--- config.mk ---
export PLATFORM = sky130hd
export DESIGN_NAME = keystream_serializer
export DESIGN_NICKNAME = d
export VERILOG_FILES = /design/src/rtl/keystream_serializer.sv
export SDC_FILE = /design/constraint.sdc
export NUM_CORES = 1
export LEC_CHECK = 0
export BUFFER_PORTS_ARGS = -buffer_cell sky130_fd_sc_hd__buf_2
export CAP_MARGIN = 40
export CORE_MARGIN = 2
export CORE_UTILIZATION = 55
export DETAILED_ROUTE_END_ITERATION = 6
export HOLD_SLACK_MARGIN = 0.02
export PLACE_DENSITY = 0.79
export SYNTH_ARGS = -nofsm -noshare
export SYNTH_HDL_FRONTEND = slang
export SYNTH_SLANG_ARGS = --single-unit
--- constraint.sdc ---
create_clock -name clk -period 4.9 [get_ports clk]
set_input_delay 0.98 -clock clk [delete_from_list [all_inputs] [get_ports clk]]
set_output_delay 0.98 -clock clk [all_outputs]
set_load 0.05 [all_outputs]
--- src/rtl/keystream_serializer.sv ---
// keystream_serializer
//   Consumer side of the chaotic extractor interface. Requests a mantissa
//   triple (ex1/ex2/ex3) with a one-cycle enable_extract, captures it on
//   valid_extract, and serialises the low 16 bits of each mantissa into six
//   keystream bytes on a valid/ready stream. The stream ends after a
//   programmed number of bytes.
//
// Ports
//   clk, reset       rising-edge clock, asynchronous active-high reset
//   start            one-cycle pulse, accepted in IDLE only
//   abort            synchronous return to IDLE, no done pulse
//   total_bytes      byte count, sampled on an accepted start
//   enable_extract   one-cycle request to the extractor
//   valid_extract    extractor result strobe
//   ex1, ex2, ex3    extracted mantissas
//   ks_byte          keystream byte
//   ks_valid         ks_byte valid
//   ks_ready         downstream accepts ks_byte
//   busy             high in every state except IDLE
//   done             one-cycle pulse when the stream completes
//   overrun          sticky; set by valid_extract outside WAIT
module keystream_serializer #(
  parameter int EX_W  = 23,
  parameter int LEN_W = 20
) (
  input  logic             clk,
  input  logic             reset,
  input  logic             start,
  input  logic             abort,
  input  logic [LEN_W-1:0] total_bytes,
  output logic             enable_extract,
  input  logic             valid_extract,
  input  logic [EX_W-1:0]  ex1,
  input  logic [EX_W-1:0]  ex2,
  input  logic [EX_W-1:0]  ex3,
  output logic [7:0]       ks_byte,
  output logic             ks_valid,
  input  logic             ks_ready,
  output logic             busy,
  output logic             done,
  output logic             overrun
);

  typedef enum logic [1:0] {
    S_IDLE  = 2'd0,
    S_REQ   = 2'd1,
    S_WAIT  = 2'd2,
    S_DRAIN = 2'd3
  } state_t;

  state_t           state;
  state_t           next_state;
  logic [LEN_W-1:0] remaining;
  logic [LEN_W-1:0] next_remaining;
  logic [2:0]       idx;
  logic [2:0]       next_idx;
  logic [47:0]      buffer;
  logic [47:0]      next_buffer;
  logic [7:0]       next_ks_byte;
  logic             next_done;
  logic             next_overrun;
  logic             transfer;
  logic             unused_ex_high;

  // Mantissa bits above 16 carry no keystream material.
  assign unused_ex_high = ^{ex1[EX_W-1:16], ex2[EX_W-1:16], ex3[EX_W-1:16]};

  assign transfer = ks_valid && ks_ready;

  // Byte i of the buffer; byte 0 is ex1 low, byte 5 is ex3 high.
  function automatic logic [7:0] buf_byte(input logic [47:0] b, input logic [2:0] i);
    case (i)
      3'd0:    buf_byte = b[7:0];
      3'd1:    buf_byte = b[15:8];
      3'd2:    buf_byte = b[23:16];
      3'd3:    buf_byte = b[31:24];
      3'd4:    buf_byte = b[39:32];
      3'd5:    buf_byte = b[47:40];
      default: buf_byte = 8'h00;
    endcase
  endfunction

  // State register.
  always_ff @(posedge clk or posedge reset) begin
    if (reset) begin
      state <= S_IDLE;
    end else begin
      state <= next_state;
    end
  end

  // Next-state, datapath and next-output decode.
  always_comb begin
    next_state     = state;
    next_remaining = remaining;
    next_idx       = idx;
    next_buffer    = buffer;
    next_ks_byte   = ks_byte;
    next_done      = 1'b0;
    // A result strobe is only legal while a request is outstanding.
    next_overrun   = overrun | (valid_extract && (state != S_WAIT));
    if (abort) begin
      next_state = S_IDLE;
    end else begin
      case (state)
        S_IDLE: begin
          if (start && (total_bytes != '0)) begin
            next_state     = S_REQ;
            next_remaining = total_bytes;
            next_overrun   = valid_extract;
          end else if (start) begin
            next_done = 1'b1;
          end else begin
            next_state = S_IDLE;
          end
        end
        S_REQ: begin
          next_state = S_WAIT;
        end
        S_WAIT: begin
          if (valid_extract) begin
            next_buffer  = {ex3[15:0], ex2[15:0], ex1[15:0]};
            next_idx     = 3'd0;
            next_ks_byte = ex1[7:0];
            next_state   = S_DRAIN;
          end else begin
            next_state = S_WAIT;
          end
        end
        S_DRAIN: begin
          if (transfer) begin
            next_remaining = remaining - LEN_W'(1);
            next_idx       = idx + 3'd1;
            if (remaining == LEN_W'(1)) begin
              next_state = S_IDLE;
              next_done  = 1'b1;
            end else if (idx == 3'd5) begin
              next_state = S_REQ;
            end else begin
              next_ks_byte = buf_byte(buffer, idx + 3'd1);
            end
          end else begin
            next_state = S_DRAIN;
          end
        end
        default: begin
          next_state = S_IDLE;
        end
      endcase
    end
  end

  // Datapath registers and registered outputs, decoded from the next state.
  always_ff @(posedge clk or posedge reset) begin
    if (reset) begin
      remaining      <= '0;
      idx            <= 3'd0;
      buffer         <= 48'h0;
      ks_byte        <= 8'h00;
      ks_valid       <= 1'b0;
      enable_extract <= 1'b0;
      busy           <= 1'b0;
      done           <= 1'b0;
      overrun        <= 1'b0;
    end else begin
      remaining      <= next_remaining;
      idx            <= next_idx;
      buffer         <= next_buffer;
      ks_byte        <= next_ks_byte;
      ks_valid       <= (next_state == S_DRAIN);
      enable_extract <= (next_state == S_REQ);
      busy           <= (next_state != S_IDLE);
      done           <= next_done;
      overrun        <= next_overrun;
    end
  end

endmodule

==> run_results.csv <==
group,metric,value,unit
cells_and_area,fin_nets,629,
die,start_util,0.563,
routing,totalWireLength,10.8,mm
critical_path,criticalPathCategory,"input port to flop",
sta,skew,0.00833,ns
critical_path,startpoint,"total_bytes[9]",
sta,finalSetupTns,0,ns
routing,first_pass_iters,5,
clock_tree,clk_pin_slew_worst_paths,0.09,ns
sta,worstMarginPinSlew,0.962,ns
sta,drv_slew,0,
critical_path,crit_family,"compound AO/OA/AOI/OAI gates",
clock_tree,ctsResizeCount,0,
critical_path,crit_path_cell_trace,"buf_2 > nor4_1 > a31o_2 > mux2i_1 > o211ai_1",
synthesis,syn_area,4580,sq um
sta,whs,0.513,ns
critical_path,worstSetupEndpoint,"remaining[10]$_DFFE_PP0P_",
cells_and_area,antennaDiodeCount,0,
synthesis,synthArstFlopShare,1.00,
critical_path,critPathLaunchType,"input port",
pwr,peakVddDrop,0.227,mV
clock_tree,clock_latency,0.36,ns
cells_and_area,finalCoreUtilization,0.651,
critical_path,slowest_stage,"nor4_1",
critical_path,crit_cells,5,
clock_tree,cts_hold_buffers,0,
critical_path,critPathRequiredTime,5.12,ns
synthesis,synth_area_per_cell,10.3,sq um
clock_tree,cts_inserted_buffers,9,
critical_path,r2r_cells,6,
synthesis,ys_seq_area_frac,0.470,
synthesis,syn-instance-count,446,
critical_path,critPathArrivalTime,3.05,ns
sta,rsz0062_at_grt,"no",
cells_and_area,layout_common_cells,"dfrtp_1, buf_2, mux2_2, nand2_1, o21ai_0",
sta,period_needed,2.83,ns
outcome,status,"completed",
critical_path,crit_path_max_fanout,39,
grt,grt_max_degree,51,
cells_and_area,area_growth,15.6,%
synthesis,synth_nets,551,
sta,setup_viol,0,
critical_path,timing.rr.start,"state[1]$_DFF_PP0_",
die,fp.dieW,95.2,um
clock_tree,root_buffer,"clkbuf_8",
routing,vias,3880,
clock_tree,cts_tree,"built",
die,rows,33,
worst_hold_path,hold_class,"flop to flop",
critical_path,r2r_slack,2.22,ns
worst_hold_path,holdCritStartpoint,"buffer[1]$_DFFE_PP0P_",
clock_tree,cts.sinks,86,
clock_tree,h-tree-depth,3,
critical_path,rr_endpoint,"remaining[14]$_DFFE_PP0P_",
synthesis,ys.warnings.count,0,
clock_tree,cts_setup_buffers,0,
routing,drt_iter0_drc,323,
cells_and_area,drive_above_1_share,0.323,
synthesis,ys_ff_latch,86,
die,core-area,8130,sq um
die,pin_count,108,
pwr,p_per_area,441,nW/um^2
routing,post_drt_wl_per_cell,17.0,um
synthesis,synth_edf_count,0,
place,io_buffer_count,86,
clock_tree,clockBufferDepth,2,
sta,timing_hold_violations_final,0,
grt,grt_usage,0.252,
pwr,leakage,2.43,nW
die,die_y,95.2,um
sta,post-route-period-util,0.577,
critical_path,path_buf_inv,1,
run,cap_violations,0,
place,gp_congestion,0.900,
synthesis,ys.flop_type,"dfrtp_1",
grt,antenna_found_initial,0,
sta,slew_headroom,0.353,
routing,ant_nets,0,
place,place_hpwl,7.45,mm
grt,grt_pass1_vias,3696,
grt,grt_first_pass_wirelength,17.6,mm
die,die-area,9070,sq um
critical_path,max_stage_delay,0.83,ns
routing,drc_errors,0,
cells_and_area,num-fill-cells,656,
grt,grt-ovfl-total,0,
routing,vias_per_cell,6.12,
critical_path,critPathCaptureType,"flop",
synthesis,synth.distinct_cells,54,
sta,fmax,354,MHz
routing by layer:
layer | global-route usage | vias up | wire, um
li1 | - | 1809 | -
met1 | 0.369 | 1900 | 4670
met2 | 0.382 | 151 | 5120
met3 | 0.0379 | 20 | 766
met4 | 0.0882 | 0 | 200
met5 | 0 | - | 0
sequential cells by signal, summed over array words and instances (netlist names), 2 cells and up:
name,cells
idx,3
ks_byte,8
buffer,48
state,2
remaining,20
how the worst min path moves through the flow:
stage	to	slack, ns	depth (start not counted)
after floorplan	buffer[1]$_DFFE_PP0P_	0.48	1
after global placement	buffer[4]$_DFFE_PP0P_	0.49	1
after detailed placement	buffer[1]$_DFFE_PP0P_	0.49	1
after CTS	buffer[34]$_DFFE_PP0P_	0.51	2
after global routing	buffer[33]$_DFFE_PP0P_	0.52	2
final	buffer[1]$_DFFE_PP0P_	0.51	1
stage by stage:
step                      instance area, sq um  cells  power [mW]  setup WS (ns)
after floorplan                           4580    446        1.62           1.70
after global placement                    5020    614        1.78           1.77
after detailed placement                  5090    618        1.82           1.76
after CTS                                 5290    634        2.34           2.09
after global routing                      5290    634        2.48           1.92
final                                     5290    634        2.34           2.07
power breakdown:
group          switching [mW]  internal (mW)
combinational           0.402          0.291
clock                   0.277          0.244
sequential              0.169          0.953
area by class of cell:
cell class / count / area, sq um / area share
Inverter: 19 / 72.6 / 0.0137
Sequential cell: 86 / 2150 / 0.407
Clock inverter: 7 / 81.3 / 0.0154
Multi-Input combinational cell: 315 / 2220 / 0.419
Clock buffer: 9 / 124 / 0.0234
Timing Repair Buffer: 93 / 515 / 0.0974
Tap cell: 105 / 131 / 0.0248
logic make-up after synthesis:
group | synth area share
compound gates | 0.183
xor+xnor | 0.00383
fa+ha+maj | 0.0273
buf+inv | 0.0475
flops | 0.470
mux | 0.131
simple gates | 0.137
worst reg2reg max path, stage by stage (launching register included):
cell and delay, ns:
dfrtp_1 0.42, ha_2 0.50, buf_12 0.26, clkinv_1 0.64
nor3_1 0.48, a22oi_1 0.13, o22ai_1 0.18
synth_stat cells, drive strengths merged (10+ instances only):
| cell type | count | area share |
|---|---|---|
| dfrtp | 86 | 0.47 |
| mux2 | 48 | 0.12 |
| nand2 | 44 | 0.036 |
| o21ai | 34 | 0.037 |
| nor2 | 23 | 0.019 |
| a21oi | 21 | 0.023 |
| inv | 18 | 0.015 |
| a22oi | 16 | 0.027 |
| clkbuf | 14 | 0.011 |
| nand3 | 12 | 0.013 |
| nor4 | 12 | 0.023 |
| buf | 11 | 0.019 |
| a31oi | 10 | 0.014 |
| ha | 10 | 0.027 |
(Power assumes the default switching activity.)
